### src/rtl/alu_pkg.sv
// Shared encodings for the ALU control/execute slice: ALU control codes,
// ALUOp and Function field values, and the sequencer state encoding.
package alu_pkg;

    localparam logic [2:0] ALU_AND = 3'b000;
    localparam logic [2:0] ALU_OR  = 3'b001;
    localparam logic [2:0] ALU_ADD = 3'b010;
    localparam logic [2:0] ALU_MUL = 3'b011;
    localparam logic [2:0] ALU_SLL = 3'b100;
    localparam logic [2:0] ALU_SRL = 3'b101;
    localparam logic [2:0] ALU_SUB = 3'b110;
    localparam logic [2:0] ALU_SLT = 3'b111;

    localparam logic [1:0] OP_RTYPE = 2'b00;
    localparam logic [1:0] OP_SUB   = 2'b01;
    localparam logic [1:0] OP_ADD   = 2'b10;
    localparam logic [1:0] OP_SLT   = 2'b11;

    localparam int unsigned FN_ADD = 0;
    localparam int unsigned FN_SUB = 1;
    localparam int unsigned FN_AND = 2;
    localparam int unsigned FN_OR  = 3;
    localparam int unsigned FN_SLT = 4;
    localparam int unsigned FN_MUL = 5;
    localparam int unsigned FN_SLL = 6;
    localparam int unsigned FN_SRL = 7;

    typedef enum logic [1:0] {
        ST_IDLE = 2'b00,
        ST_MUL  = 2'b01,
        ST_DONE = 2'b10
    } state_e;

endpackage

### src/rtl/alu_ctrl_dec.sv
// Combinational ALU control decode: (ALUOp, Function) -> control code,
// MUL flag and illegal flag. Shared with the single-cycle core.
module alu_ctrl_dec
    import alu_pkg::*;
#(
    parameter int unsigned FUNCT_W = 4,
    parameter int unsigned MUL_EN  = 1
) (
    input  logic [1:0]         alu_op,
    input  logic [FUNCT_W-1:0] funct,
    output logic [2:0]         alucnt,
    output logic               is_mul,
    output logic               illegal
);

    always_comb begin
        alucnt  = ALU_AND;
        is_mul  = 1'b0;
        illegal = 1'b0;
        case (alu_op)
            OP_ADD:  alucnt = ALU_ADD;
            OP_SUB:  alucnt = ALU_SUB;
            OP_SLT:  alucnt = ALU_SLT;
            default: begin
                case (funct)
                    FUNCT_W'(FN_ADD): alucnt = ALU_ADD;
                    FUNCT_W'(FN_SUB): alucnt = ALU_SUB;
                    FUNCT_W'(FN_AND): alucnt = ALU_AND;
                    FUNCT_W'(FN_OR):  alucnt = ALU_OR;
                    FUNCT_W'(FN_SLT): alucnt = ALU_SLT;
                    FUNCT_W'(FN_SLL): alucnt = ALU_SLL;
                    FUNCT_W'(FN_SRL): alucnt = ALU_SRL;
                    // Without a multiplier, MUL falls through to the illegal path
                    FUNCT_W'(FN_MUL): begin
                        if (MUL_EN != 0) begin
                            alucnt = ALU_MUL;
                            is_mul = 1'b1;
                        end else begin
                            illegal = 1'b1;
                        end
                    end
                    default: illegal = 1'b1;
                endcase
            end
        endcase
    end

endmodule

### src/rtl/alu_ctrl_seq.sv
// ALU control decode plus execute with valid/ready on both sides. Single-cycle
// ops finish one cycle after accept; MUL runs as a WIDTH-step shift-add loop.
module alu_ctrl_seq
    import alu_pkg::*;
#(
    parameter int unsigned WIDTH   = 16,
    parameter int unsigned FUNCT_W = 4,
    parameter int unsigned SHAMT_W = 4,
    parameter int unsigned MUL_EN  = 1
) (
    input  logic               clk,
    input  logic               rst_n,
    input  logic               in_valid,
    output logic               in_ready,
    input  logic [1:0]         alu_op,
    input  logic [FUNCT_W-1:0] funct,
    input  logic [WIDTH-1:0]   a,
    input  logic [WIDTH-1:0]   b,
    output logic               out_valid,
    input  logic               out_ready,
    output logic [WIDTH-1:0]   result,
    output logic [2:0]         alucnt,
    output logic               zero,
    output logic               ovf,
    output logic               illegal
);

    localparam int unsigned CNT_W = $clog2(WIDTH);

    state_e             state, state_d;
    logic               ready_en;
    logic [CNT_W-1:0]   cnt, cnt_d;
    logic [WIDTH-1:0]   acc, acc_d;
    logic [WIDTH-1:0]   mcand, mcand_d;
    logic [WIDTH-1:0]   mplier, mplier_d;
    logic [WIDTH-1:0]   result_d;
    logic [2:0]         alucnt_d;
    logic               zero_d, ovf_d, illegal_d, out_valid_d;

    logic [2:0]         dec_alucnt;
    logic               dec_is_mul, dec_illegal;
    logic               accept_c;
    logic [WIDTH-1:0]   sum_c, diff_c, op_res_c, step_acc_c;
    logic               op_ovf_c, slt_c;
    logic [SHAMT_W-1:0] shamt_c;

    alu_ctrl_dec #(
        .FUNCT_W (FUNCT_W),
        .MUL_EN  (MUL_EN)
    ) u_dec (
        .alu_op  (alu_op),
        .funct   (funct),
        .alucnt  (dec_alucnt),
        .is_mul  (dec_is_mul),
        .illegal (dec_illegal)
    );

    // ready_en keeps in_ready low while reset is held and for the release edge
    assign in_ready = ready_en && ((state == ST_IDLE) || (state == ST_DONE && out_ready));
    assign accept_c = in_valid && in_ready;

    // Single-cycle datapath on the presented operands
    always_comb begin
        sum_c    = a + b;
        diff_c   = a - b;
        shamt_c  = b[SHAMT_W-1:0];
        slt_c    = $signed(a) < $signed(b);
        op_res_c = '0;
        op_ovf_c = 1'b0;
        case (dec_alucnt)
            ALU_ADD: begin
                op_res_c = sum_c;
                op_ovf_c = (a[WIDTH-1] == b[WIDTH-1]) && (sum_c[WIDTH-1] != a[WIDTH-1]);
            end
            ALU_SUB: begin
                op_res_c = diff_c;
                op_ovf_c = (a[WIDTH-1] == ~b[WIDTH-1]) && (diff_c[WIDTH-1] != a[WIDTH-1]);
            end
            ALU_AND: op_res_c = a & b;
            ALU_OR:  op_res_c = a | b;
            ALU_SLT: op_res_c = {{(WIDTH-1){1'b0}}, slt_c};
            ALU_SLL: op_res_c = a << shamt_c;
            ALU_SRL: op_res_c = a >> shamt_c;
            default: op_res_c = '0;
        endcase
        // Illegal decodes share ALU_AND's code, so force the result here
        if (dec_illegal) begin
            op_res_c = '0;
            op_ovf_c = 1'b0;
        end
    end

    assign step_acc_c = mplier[0] ? (acc + mcand) : acc;

    // Next-state and output-register logic
    always_comb begin
        state_d     = state;
        cnt_d       = cnt;
        acc_d       = acc;
        mcand_d     = mcand;
        mplier_d    = mplier;
        result_d    = result;
        alucnt_d    = alucnt;
        zero_d      = zero;
        ovf_d       = ovf;
        illegal_d   = illegal;
        out_valid_d = out_valid;

        case (state)
            ST_MUL: begin
                acc_d    = step_acc_c;
                mcand_d  = mcand << 1;
                mplier_d = mplier >> 1;
                cnt_d    = cnt + CNT_W'(1);
                if (cnt == CNT_W'(WIDTH - 1)) begin
                    state_d     = ST_DONE;
                    out_valid_d = 1'b1;
                    result_d    = step_acc_c;
                    alucnt_d    = ALU_MUL;
                    zero_d      = (step_acc_c == '0);
                    ovf_d       = 1'b0;
                    illegal_d   = 1'b0;
                end
            end
            ST_DONE: begin
                if (out_ready) begin
                    state_d     = ST_IDLE;
                    out_valid_d = 1'b0;
                end
            end
            default: ;
        endcase

        // Accept only happens in IDLE or in DONE with out_ready, so it overrides
        if (accept_c) begin
            if (dec_is_mul) begin
                state_d     = ST_MUL;
                out_valid_d = 1'b0;
                cnt_d       = '0;
                acc_d       = '0;
                mcand_d     = a;
                mplier_d    = b;
                alucnt_d    = ALU_MUL;
                ovf_d       = 1'b0;
                illegal_d   = 1'b0;
            end else begin
                state_d     = ST_DONE;
                out_valid_d = 1'b1;
                result_d    = op_res_c;
                alucnt_d    = dec_alucnt;
                zero_d      = (op_res_c == '0);
                ovf_d       = op_ovf_c;
                illegal_d   = dec_illegal;
            end
        end
    end

    always_ff @(posedge clk or negedge rst_n) begin
        if (!rst_n) begin
            state     <= ST_IDLE;
            ready_en  <= 1'b0;
            cnt       <= '0;
            acc       <= '0;
            mcand     <= '0;
            mplier    <= '0;
            result    <= '0;
            alucnt    <= ALU_AND;
            zero      <= 1'b0;
            ovf       <= 1'b0;
            illegal   <= 1'b0;
            out_valid <= 1'b0;
        end else begin
            state     <= state_d;
            ready_en  <= 1'b1;
            cnt       <= cnt_d;
            acc       <= acc_d;
            mcand     <= mcand_d;
            mplier    <= mplier_d;
            result    <= result_d;
            alucnt    <= alucnt_d;
            zero      <= zero_d;
            ovf       <= ovf_d;
            illegal   <= illegal_d;
            out_valid <= out_valid_d;
        end
    end

endmodule

### config.mk
export PLATFORM = sky130hd
export DESIGN_NAME = alu_ctrl_seq
export DESIGN_NICKNAME = d
export VERILOG_FILES = /design/src/rtl/alu_pkg.sv /design/src/rtl/alu_ctrl_dec.sv /design/src/rtl/alu_ctrl_seq.sv
export SDC_FILE = /design/constraint.sdc
export NUM_CORES = 1
export LEC_CHECK = 0
export ABC_AREA = 1
export CAP_MARGIN = 25
export CORE_UTILIZATION = 45
export CTS_CLUSTER_DIAMETER = 120
export DETAILED_ROUTE_END_ITERATION = 12
export GPL_TIMING_DRIVEN = 0
export SLEW_MARGIN = 20
export SYNTH_ARGS = -nofsm -noshare
export SYNTH_HDL_FRONTEND = slang
export SYNTH_SLANG_ARGS = --single-unit
### constraint.sdc
create_clock -name clk -period 5.59 [get_ports clk]
set_input_delay 1.118 -clock clk [delete_from_list [all_inputs] [get_ports clk]]
set_output_delay 1.118 -clock clk [all_outputs]
set_load 0.05 [all_outputs]
== Word level (Yosys, flattened, before mapping) ==
Index checks and enable logic that the tools add are counted.
W data, S select, Z words.
Cells by class
  bitwise operators: 3
  shift-type cells: 2
  reduce and logical (&&, ||, !) cells: 18
  muxes and demuxes: 51
  add/subtract/negate cells: 4
  equal/unequal tests: 25
  $lt $le $gt $ge: 1
Operators with widths (count)
  $mux W16: 15
  $pmux W16 S7: 1
  $add A16 B16 Y16: 2
  $logic_not A16 Y1: 2
  $pmux W3 S7: 1
  $mux W1: 19
  $and A16 B16 Y16: 1
  $eq A4 B3 Y1 const B: 4
  $lt A16 B16 Y1: 1
  $or A16 B16 Y16: 1
  $shl A16 B4 Y16: 1
  $shr A16 B4 Y16: 1
  $sub A16 B16 Y16: 1
  $eq A3 B3 Y1 const B: 4
  $mux W3: 4
  $mux W4: 3
  $pmux W3 S3: 1
  $eq A4 B2 Y1 const B: 2
  $mux W2: 4
  $reduce_or A8 Y1: 1
  $eq A2 B2 Y1 const B: 3
  $ne A3 B3 Y1 const B: 2
  $logic_and A1 B1 Y1: 5
  $add A4 B1 Y4 const B: 1
  19 further kinds: 24
Storage, ports and cells
  input bits: 42
  register bits after elaboration: 78
  logic and storage cells: 116

== Depth between registers and ports, before layout ==
Gate-level depths: netlist of run 1.
  depth after elaboration: 9
  mapped depth: 22
  depth with buffers taken out: 21

== Hierarchy ==
A second synthesis of run 1 with hierarchy kept.
Second synthesis, totals
  cells, all modules: 1502
  area total of the unflattened synthesis: 8833.5 um2
By module, submodules not included
  alu_ctrl_seq: cells each 1481, instances 1, area each 8745.9 um2
  alu_ctrl_dec: cells each 21, instances 1, area each 87.6 um2

== Worst setup path after synthesis of run 1 ==
Ideal clock, no wire load.
  path kind: input-to-reg
  start: input port b[3]
  end: register zero
  cell stages on the path: 21
  library setup time: 71 ps
  buffers on the path: 3
  path slack: 2180 ps
  data required time: 5519 ps
  data arrival time: 3338 ps
  cell sequence: buf_2 > inv_1 > clkbuf_1 > ha_1 > buf_2 > nor2_1 > and2_1 > nand2_1 > nand2_1 > nand2_1 > nand2_1 > nand2_1 > nand3_1 > nand3_1 > nand2_1 > nand2_1 > nor2_1 > nand2_1 > nor2_1 > nor2_1 > nor2_1
Between the ends
  word-level cells in the longest chain between the ends: 6
  elaborated cells between the ends (all ways): 12
  classes of those cells: add/sub: 2; order compare: 1; shift: 2; mux: 4; bitwise: 2; reduce/logical: 1
RTL lines
  from (decl): RTL line alu_ctrl_seq.sv:18  | input logic [WIDTH-1:0] b,
  $sub A16 B16 Y16 (tied with other cells): RTL line alu_ctrl_seq.sv:65  | diff_c = a - b;
  $pmux W16 S7 (*): RTL line alu_ctrl_seq.sv:70  | case (dec_alucnt)
  $mux W16 (*): RTL line alu_ctrl_seq.sv:87  | if (dec_illegal) begin
  $logic_not A16 Y1 (*): RTL line alu_ctrl_seq.sv:151  | zero_d = (op_res_c == '0);
  $mux W1 (*): RTL line alu_ctrl_seq.sv:136  | if (dec_is_mul) begin
  $mux W1 (*): RTL line alu_ctrl_seq.sv:135  | if (accept_c) begin
  named net zero_d: RTL line alu_ctrl_seq.sv:38  | logic zero_d, ovf_d, illegal_d, out_valid_d;
  to (signal assigned): RTL line alu_ctrl_seq.sv:181  | zero <= zero_d;
  to (decl): RTL line alu_ctrl_seq.sv:23  | output logic zero,
Mark *: on every way through the listed nets, which the timed path passes. The rest lies on a longest branch.
A chain may end at the register's enable or synchronous reset.

== Final worst setup path of run 1 ==
  start: input port b[2]
  end: register zero
Same word-level chain as after synthesis.

==> results.md, run 1 <==
- Post-route minimum period: 4630 ps
- Total gr overflow: 0
- WL final: 35100 um
- Top Ports: 66
- DIE AREA: 20600 um2
- DP HPWL: 28500 um
- Clock root cell: clkbuf_16
- Initial antenna violation count: 0
- Placed cells: 1827
- Die Y: 143 um
- Fin. max-slew vios: 0
- Die width: 143 um
- PostCTS Resize Cnt: 0
- Startpoint types: input port
- Starting Density: 0.461
- Filler instances: 2170
- TritonCTS clock tree: done
- Critical path endpoint category: flop
- Reg clk slew, reported paths: 60 ps
- Post-synthesis cell type count: 49
- Cts hold-fix bufs: 0
- CP Buf/Inv Count: 5
- Clock Skews: 6.74 ps
- Crit Path Max Fanout: 11
- Pre-Repair DR Iteration Count: 6
- Syn nets: 1615
- Yosys warnings: 0
- Vias/cell: 5.48
- Total power: 4.02 mW
- # clock sinks: 77
- Htree depth: 3
- Max incr delay on CP: 630 ps
- Maxcap violations: 0
- WL per Instance: 19.1 um
- NumNets Final: 1692
- Worst slew pin tran: 790 ps
- GPL Wtd Cong: 0.994
- Leak Pwr: 5.41 nW
- Hold Slack: 494 ps
- Vias in the first global route: 9571
- Avg Cell Area, Syn: 6.02 um2
- Vias: 10.1k
- IO Port Bufs: 65
- Row cnt: 51
- Area of the mapped netlist: 9000 um2
- Largest net degree at the start of global routing: 50
- RSZ-0062 raised after global routing: no
- Max-slew headroom: 0.473
- CTS max path bufs: 2
- Critical Path RT: 5850 ps
- Setup TNS: 0 ps
- Mapped Cells: 1496
- GRT Overall Usage: 0.352
- # setup viols final: 0
- Post-synth EDFFs: 0
- Final cell count without fillers: 1843
- Fin worst setup slack: 959 ps
- Global-route wire length before repair: 53800 um
- Starting DRC count in detailed routing: 803
- CP arrival: 4890 ps
- Top_reg_cell synth: dfrtp_1
- Setup Fix Bufs, Post-CTS: 0
- Period utilisation layout: 0.828
- Family with the most delay on the worst path: buffers and inverters
- Residual DRC count: 0
- Core Region: 19500 um2
- Synthesized flop and latch total: 77
- Cells along the critical path: clkdlybuf4s50_1, clkbuf_1, inv_2, buf_1, ha_1, buf_2, nand3_1, nand3_1, nand2_1, nand2_1, xor2_1, nor2_1, nor2_1, nand2_1, nand2_1, nand2_1, nor2_1, nand2_1, nor2_1, nor2_1, nor2_1
- N_diodes: 0
- Hold Violations, Final: 0
- Worst skew pair latency: 340 ps
- Sequential area share after synthesis: 0.214
- Share of cells above drive strength 1: 0.0583
- Final ANT Viol Nets: 0
- Power per cell area: 390 nW/um2
- Peak Freq: 216 MHz
- Status: finished, final reports clean
- Layout area overhead: 14.6%
- FFs w/ async S/R, synth: 1.00
- Max VDD drop: 0.000166 V
- Dpl ws: 729 ps
- WS Path Type: in -> reg
- CP max stage cell: buf_1
- Worst Hold Class: reg -> reg
- TritonCTS Buffers: 9
[per-layer routing]
layer,share of wire,GRT usage,up-vias
met5,0,0,-
met3,0.048,0.0373,89
met4,0.059,0.200,0
met2,0.46,0.588,341
met1,0.43,0.442,4689
li1,-,-,4980
[synthesized netlist by cell type (3+ instances only)]
cell / n / area, um2
nand2_1: 462 / 1730
inv_1: 186 / 698
nand3_1: 181 / 906
nor2_1: 146 / 548
dfrtp_1: 77 / 1930
ha_1: 74 / 926
o21ai_0: 59 / 295
a21oi_1: 58 / 290
o211ai_1: 28 / 210
buf_2: 26 / 130
clkbuf_1: 26 / 97.6
o21ai_1: 22 / 110
nand4_1: 19 / 119
a31oi_1: 16 / 100
xor2_1: 15 / 131
inv_2: 11 / 41.3
nor3_1: 10 / 50.1
nand2_2: 6 / 37.5
nor2_4: 6 / 67.6
a211oi_1: 4 / 30.0
a22oi_1: 4 / 30.0
and2_1: 4 / 25.0
buf_4: 4 / 30.0
a21boi_0: 3 / 22.5
a21o_1: 3 / 22.5
buf_1: 3 / 11.3
buf_6: 3 / 33.8
clkbuf_2: 3 / 15.0
fa_1: 3 / 60.1
mux2i_1: 3 / 30.0
nand3b_1: 3 / 22.5
o21bai_1: 3 / 22.5
o22ai_1: 3 / 18.8
[flip-flops by register name (all words and copies together) (netlist names)]
register,count
result,16
ready_en,1
illegal,1
out_valid,1
acc,16
cnt,4
mplier,16
ovf,1
zero,1
alucnt,3
mcand,16
state,1
[kinds of logic after synthesis]
family                   count (synthesis)  share of synthesized area
multiplexers                             3                    0.00334
flip-flops                              77                      0.214
AO/OA/AOI/OAI                          210                      0.135
buffers and inverters                  263                      0.118
XOR/XNOR                                16                     0.0156
adder cells (fa/ha/maj)                 77                      0.110
other                                    1                   0.000417
AND/OR/NAND/NOR                        849                      0.404
[cell usage in the layout (no fill, tap or decap), types with 15 or more instances in the layout]
master / n
a21oi_1: 58
a31oi_1: 16
buf_2: 26
clkbuf_1: 26
clkdlybuf4s50_1: 64
dfrtp_1: 77
ha_1: 74
inv_1: 186
nand2_1: 462
nand3_1: 181
nand4_1: 19
nor2_1: 146
o211ai_1: 28
o21ai_0: 59
o21ai_1: 22
xor2_1: 15
[path summary, 6_finish.rpt]
path,slack [ps],to,cells past startpoint,startpoint
worst min-delay path,490,alucnt[2]$_DFFE_PN0P_,2,alucnt[2]$_DFFE_PN0P_
worst max register to register,2830,zero$_DFF_PN0_,17,acc[0]$_DFF_PN0_
worst max-delay path,960,zero$_DFF_PN0_,21,b[2]
min in group asynchronous,710,state[0]$_DFFE_PN0P_,1,rst_n
worst min register to register,490,alucnt[2]$_DFFE_PN0P_,2,alucnt[2]$_DFFE_PN0P_
max in group asynchronous,4280,result[6]$_DFF_PN0_,2,rst_n
[power by group]
part | internal, mW | switching (mW)
logic | 0.834 | 1.55
registers | 0.807 | 0.217
clock network | 0.352 | 0.254
total | 1.99 | 2.02
[per-stage QoR]
stage / util / instance area [um2]
global route: 0.528 / 10300
finish: 0.528 / 10300
floorplan: - / 9000
global placement: 0.511 / 9980
detailed placement: 0.512 / 10000
CTS: 0.528 / 10300
[worst reg2reg max path, delay by kind of cell, from the launching register on]
family	cells	cell delay, ps
adders and majority gates	2	650
AOI/OAI and AO/OA	1	370
buffers and inverters	1	40
DFF	1	400
and+or+nand+nor	13	1220
[cell type report]
| cell class | instances | area [um2] | share of cell area |
|---|---|---|---|
| tap | 265 | 332 | 0.0322 |
| clock inverter | 7 | 81.3 | 0.00789 |
| sequential | 77 | 1930 | 0.187 |
| clock buffer | 9 | 225 | 0.0218 |
| buffer | 65 | 318 | 0.0308 |
| timing repair buffer | 66 | 676 | 0.0655 |
| multi-input combinational | 1156 | 6010 | 0.583 |
| inverter | 198 | 746 | 0.0723 |
Power figures use the tool's default switching activity.
==> run 2: changes to the inputs <==
--- a/config.mk
+++ b/config.mk
@@ -11,6 +11,7 @@
 export CTS_CLUSTER_DIAMETER = 120
 export DETAILED_ROUTE_END_ITERATION = 12
 export GPL_TIMING_DRIVEN = 0
+export PLACE_DENSITY = 0.66
 export SLEW_MARGIN = 20
 export SYNTH_ARGS = -nofsm -noshare
 export SYNTH_HDL_FRONTEND = slang
==> constraint.sdc (replaced) <==
create_clock -name clk -period 4 [get_ports clk]
set_input_delay 0.8 -clock clk [delete_from_list [all_inputs] [get_ports clk]]
set_output_delay 0.8 -clock clk [all_outputs]
set_load 0.05 [all_outputs]
==> results.md, run 2 (synthesized netlist as in run 1, its figures left out) <==
- Status: finished, final reports clean
- GPL Wtd Cong: 1.05 (+5.7%)
- Dpl ws: -616 ps (-1340 ps)
- TritonCTS clock tree: done
- Global-route wire length before repair: 53200 um (-1.2%)
- Hold Violations, Final: 0 (unchanged)
- WS Path Type: in -> reg
- NumNets Final: 1692 (unchanged)
- DP HPWL: 28500 um (about the same)
- Worst skew pair latency: 350 ps (about the same)
- Final ANT Viol Nets: 0 (unchanged)
- Leak Pwr: 5.44 nW (+0.57%)
- Critical path endpoint category: flop
- Total gr overflow: 0 (unchanged)
- N_diodes: 0 (unchanged)
- WL final: 35000 um (-0.34%)
- Htree depth: 3 (unchanged)
- Reg clk slew, reported paths: 70 ps (about the same)
- RSZ-0062 raised after global routing: no
- Most frequent cells in the layout: nand2_1 (462), inv_1 (185), nand3_1 (181), nor2_1 (146), dfrtp_1 (77)
- Starting Density: 0.461 (unchanged)
- Share of cells above drive strength 1: 0.0608 (+0.00253)
- Fin worst setup slack: 175 ps (-784 ps)
- Top Ports: 66 (unchanged)
- Worst Hold Class: in -> async
- Layout area overhead: 14.9%
- Period utilisation layout: 0.956
- CP arrival: 4110 ps (-780 ps)
- Startpoint types: input port
- Vias in the first global route: 9297 (-2.9%)
- Vias/cell: 5.55 (+1.2%)
- Commonest non-fill, non-tap cell in the layout: nand2_1
- Fin. max-slew vios: 0 (unchanged)
- Starting DRC count in detailed routing: 1031 (+28%)
- Worst slew pin tran: 798 ps (+7.20 ps)
- TritonCTS Buffers: 9 (unchanged)
- Clock root cell: clkbuf_16
- WL per Instance: 19.0 um (-0.34%)
- Initial antenna violation count: 0 (unchanged)
- Setup TNS: 0 ps (unchanged)
- Core Region: 19500 um2 (unchanged)
- Max-slew headroom: 0.463 (-0.0104)
- Residual DRC count: 0 (unchanged)
- Die Y: 143 um (unchanged)
- GRT Overall Usage: 0.348 (-0.00420)
- Max VDD drop: 0.000283 V (+70%)
- Critical Path RT: 4280 ps (-1570 ps)
- Clock Skews: 8.03 ps (+1.29 ps)
- Crit Path Max Fanout: 8 (-3)
- FF/Latch Area: 1930 um2 (unchanged)
- Multi-input logic area: 6010 um2 (unchanged)
- Total power: 5.65 mW (+41%)
- IO Port Bufs: 65 (unchanged)
- # setup viols final: 0 (unchanged)
- Peak Freq: 261 MHz
- DIE AREA: 20600 um2 (unchanged)
- Maxcap violations: 0 (unchanged)
- Row cnt: 51 (unchanged)
- Die width: 143 um (unchanged)
- Post-route minimum period: 3830 ps
- Pre-Repair DR Iteration Count: 6 (unchanged)
- Largest net degree at the start of global routing: 55 (+10%)
- Power per cell area: 547 nW/um2 (+40%)
- Filler instances: 2093 (-3.5%)
- # clock sinks: 77 (unchanged)
- CTS max path bufs: 2 (unchanged)
- Vias: 10.2k (+1.2%)
[run 2: cell count changes in the layout (fill, tap and decap cells not counted)]
cell	delta
clkinv_4	-1
clkdlybuf4s50_1	-3
inv_1	-1
buf_1	-1
dlymetal6s2s_1	+3
buf_2	-1
clkinvlp_4	+2
buf_6	+1
clkbuf_2	+1
clkbuf_1	-2
buf_4	+2
[run 2: routing by layer]
layer / GRT usage / part of all wire / vias up
li1: - / - / 4970
met1: 0.485 / 0.45 / 4757
met2: 0.553 / 0.45 / 438
met3: 0.0383 / 0.069 / 57
met4: 0.126 / 0.034 / 0
met5: 0 / 0 / -
[run 2: layout make-up]
type | count | area share
Multi-Input combinational cell | 1156 | 0.581
Timing Repair Buffer | 68 | 0.0675
Tap cell | 265 | 0.0321
Clock inverter | 7 | 0.00775
Buffer | 63 | 0.0307
Clock buffer | 9 | 0.0218
Sequential cell | 77 | 0.186
Inverter | 198 | 0.0725
[run 2: report_power, final]
group	internal, mW	leakage, nW	switching (mW)
clock network	0.491	0.143	0.368
registers	1.13	0.923	0.276
logic	1.17	4.38	2.22
[run 2: worst paths after layout]
check / from / to / slack, ps / depth (start not counted)
hold reg to reg: alucnt[2]$_DFFE_PN0P_ / alucnt[2]$_DFFE_PN0P_ / 490 / 2
setup / recovery: a[6] / zero$_DFF_PN0_ / 170 / 20
setup reg to reg: acc[0]$_DFF_PN0_ / zero$_DFF_PN0_ / 1170 / 14
max in group asynchronous: rst_n / zero$_DFF_PN0_ / 3050 / 2
min in group clk: alucnt[2]$_DFFE_PN0P_ / alucnt[2]$_DFFE_PN0P_ / 490 / 2
hold / removal: rst_n / ovf$_DFFE_PN0P_ / 350 / 1
[run 2: critical path: stages]
cell and delay [ps]:
clkdlybuf4s50_1 810, inv_1 200, ha_1 320, buf_2 170, nor2_1 270, nand2_1 110, nand3b_1 200, nand2_1 140
nand2_1 90, nand2_1 70, nand2_1 50, nand3_1 130, nand3_1 130, nand2_1 130, nand2_1 60, nor2_1 90
nand2_1 60, nor2_1 130, nor2_1 60, nor2_1 80
[run 2: timing repair]
action,4_1_cts,5_1_grt
pin swaps,0,0
endpoints found under the setup margin,2,1
gates resized for setup,0,9
hold buffers,0,0
setup buffers,0,2
[run 2: through the flow]
stage | util | cells | instance area (um2) | hold WS (ps)
after detailed placement | 0.512 | 1827 | 10000 | 477
after floorplan | - | 1496 | 9000 | 461
after global placement | 0.511 | 1826 | 9980 | 472
final | 0.529 | 1843 | 10300 | 351
after CTS | 0.528 | 1841 | 10300 | 356
after global routing | 0.529 | 1843 | 10300 | 372
==> run 3: changes to the inputs <==
--- a/config.mk
+++ b/config.mk
@@ -12,6 +12,8 @@
 export DETAILED_ROUTE_END_ITERATION = 12
 export GPL_TIMING_DRIVEN = 0
 export PLACE_DENSITY = 0.66
+export RECOVER_POWER = 25
+export REMOVE_ABC_BUFFERS = 1
 export SLEW_MARGIN = 20
 export SYNTH_ARGS = -nofsm -noshare
 export SYNTH_HDL_FRONTEND = slang
==> results.md, run 3 (synthesized netlist as in run 1, its figures left out) <==
- Status: finished, violations left
- Failing checks: capacitance limit, slew limit
- Vias in the first global route: 9054 (-2.6%)
- TritonCTS Buffers: 9 (unchanged)
- Worst reg2reg path startpoint: state[0]$_DFFE_PN0P_
- CP max stage cell: clkdlybuf4s50_1
- Max incr delay on CP: 710 ps (-100 ps)
- Final Instance Area: 10100 um2 (-2.1%)
- Hold Violations, Final: 0 (unchanged)
- Met3 usage: 0.0423 (+0.00400)
- Most frequent cells in the layout: nand2_1 (462), inv_1 (184), nand3_1 (181), nor2_1 (145), dfrtp_1 (77)
- Commonest non-fill, non-tap cell in the layout: nand2_1
- GPL Wtd Cong: 0.967 (-8.0%)
- GRT Overall Usage: 0.306 (-0.0421)
- Vias: 9755 (-4.6%)
- Worst path most repeated cell: nand2_1
- Startpoint types: input port
- Share of cells above drive strength 1: 0.0441 (-0.0168)
- Max VDD drop: 0.000224 V (-21%)
- Layout area overhead: 12.5%
- Die Y: 143 um (unchanged)
- RSZ-0062 raised after global routing: no
- Worst reg2reg setup slack: 1180 ps (about the same)
- Leak Pwr: 5.31 nW (-2.5%)
- Htree depth: 3 (unchanged)
- NumNets Final: 1634 (-3.4%)
- Top Usage Layer GRT: met2
- N_diodes: 0 (unchanged)
- WL final: 30200 um (-14%)
- IO Port Bufs: 65 (unchanged)
- Max-slew headroom: -0.0924 (-0.555)
- Total gr overflow: 0 (unchanged)
- Initial antenna violation count: 0 (unchanged)
- Number of stages on the worst setup path: 19 (-5.0%)
- CP Buf/Inv Count: 2 (-1)
- Area after DPL: 9760 um2 (-2.5%)
- Crit Path Max Fanout: 7 (-1)
- Starting DRC count in detailed routing: 743 (-28%)
- Maxcap violations: 1 (+1)
- Die width: 143 um (unchanged)
- CTS max path bufs: 2 (unchanged)
- Critical path endpoint category: flop
- Critical Path RT: 4280 ps (about the same)
- Power per cell area: 554 nW/um2 (+1.4%)
- Post-route minimum period: 3760 ps (-64.6 ps)
- DIE AREA: 20600 um2 (unchanged)
- Residual DRC count: 0 (unchanged)
- Starting Density: 0.461 (unchanged)
- Clock root cell: clkbuf_16
- Met1 Track Usage GR: 0.406 (-0.0786)
- Family with the most delay on the worst path: simple AND/OR/NAND/NOR gates
- WS Path Type: in -> reg
- CP arrival: 4040 ps (-70 ps)
- Period utilisation layout: 0.940 (-0.0161)
- Final ANT Viol Nets: 0 (unchanged)
- Reg clk slew, reported paths: 70 ps (about the same)
- Peak Freq: 266 MHz (+1.7%)
- Worst slew pin tran: 1640 ps (+841 ps)
- Worst skew pair latency: 350 ps (about the same)
- Clock Skews: 10.2 ps (+2.20 ps)
- Hold Slack: 498 ps (+148 ps)
- # clock sinks: 77 (unchanged)
- Largest net degree at the start of global routing: 75 (+36%)
- R2R depth: 16 (+2)
- Worst Hold Endpoint: alucnt[2]$_DFFE_PN0P_
- Worst Hold Class: reg -> reg
- Hold_sp: alucnt[2]$_DFFE_PN0P_
- Vias/cell: 5.46 (-1.5%)
- Core Region: 19500 um2 (unchanged)
- Fin. max-slew vios: 28 (+28)
- Global-route wire length before repair: 47800 um (-10%)
- WL per Instance: 16.9 um (-11%)
- Reg-to-reg critical path endpoint: zero$_DFF_PN0_
- # setup viols final: 0 (unchanged)
- Hold path depth: 2
- Top Ports: 66 (unchanged)
- Row cnt: 51 (unchanged)
- Cells along the critical path: clkdlybuf4s50_1, inv_1, ha_1, nor2_1, nand2_1, nand3b_1, nand2_1, nand2_1, nand2_1, nand2_1, nand3_1, nand3_1, nand2_1, nand2_1, nor2_1, nand2_1, nor2_1, nor2_1, nor2_1
- Grt met2 use: 0.502 (-0.0508)
- Pre-Repair DR Iteration Count: 5 (-1)
- TritonCTS clock tree: done
- Worst Setup SP: a[4]
- DP HPWL: 23500 um (-18%)
-- run 3: changes by cell type in the layout (fill, tap and decap cells not counted), moves of 3 or more --
cell      previous run  this run
buf_2               25         0
clkbuf_1            24         1
buf_4                7         2
buf_6                4         0
clkbuf_2             4         1
-- run 3: worst max path at each step --
stage,end,slack [ps]
4_1_cts,zero$_DFF_PN0_,50
3_3_place_gp,zero$_DFF_PN0_,-1160
2_1_floorplan,result[10]$_DFF_PN0_,630
5_1_grt,zero$_DFF_PN0_,20
3_5_place_dp,zero$_DFF_PN0_,-960
6_report,zero$_DFF_PN0_,240
-- run 3: worst min-delay path, stage by stage, from the launching register on --
cell	delay, ps
dfrtp_1	360
nand2_1	50
o21ai_0	60
-- run 3: final cells by class --
class / instances / area, um2
clock inverters: 7 / 120
clock buffers: 9 / 225
inverters: 198 / 754
repair buffers: 72 / 744
well taps: 265 / 332
multi-input cells: 1156 / 6020
flip-flops and latches: 77 / 1930
repair inverters: 1 / 5.00
fillers: 2121 / 9400
-- run 3: stage by stage --
| stage | worst slack (ps) | TNS (ps) | power, mW | cells | utilization |
|---|---|---|---|---|---|
| floorplan | 628 | 0 | 3.68 | 1431 | - |
| global placement | -1160 | -83600 | 4.53 | 1761 | 0.495 |
| detailed placement | -964 | -9380 | 4.60 | 1765 | 0.500 |
| CTS | 49.6 | 0 | 5.60 | 1782 | 0.518 |
| global route | 19.4 | 0 | 6.10 | 1785 | 0.518 |
| finish | 239 | 0 | 5.61 | 1785 | 0.518 |
-- run 3: report_power, final --
part / total, mW / internal, mW / switching (mW)
clock network: 0.986 / 0.614 / 0.372
registers: 1.42 / 1.13 / 0.290
logic: 3.21 / 1.15 / 2.06
-- run 3: what timing repair did --
| action | CTS | global route |
|---|---|---|
| buffers inserted | 0 | 2 |
| endpoints found under the setup margin | 15 | 1 |
| gates cloned | 1 | 0 |
| hold buffers | 0 | 0 |
| gates resized for setup | 5 | 5 |
-- run 3: routing by layer --
metal,part of all wire,up-vias,wire [um]
li1,-,4862,-
met1,0.44,4519,13300
met2,0.46,318,14000
met3,0.063,56,1910
met4,0.033,0,1010
met5,0,-,0
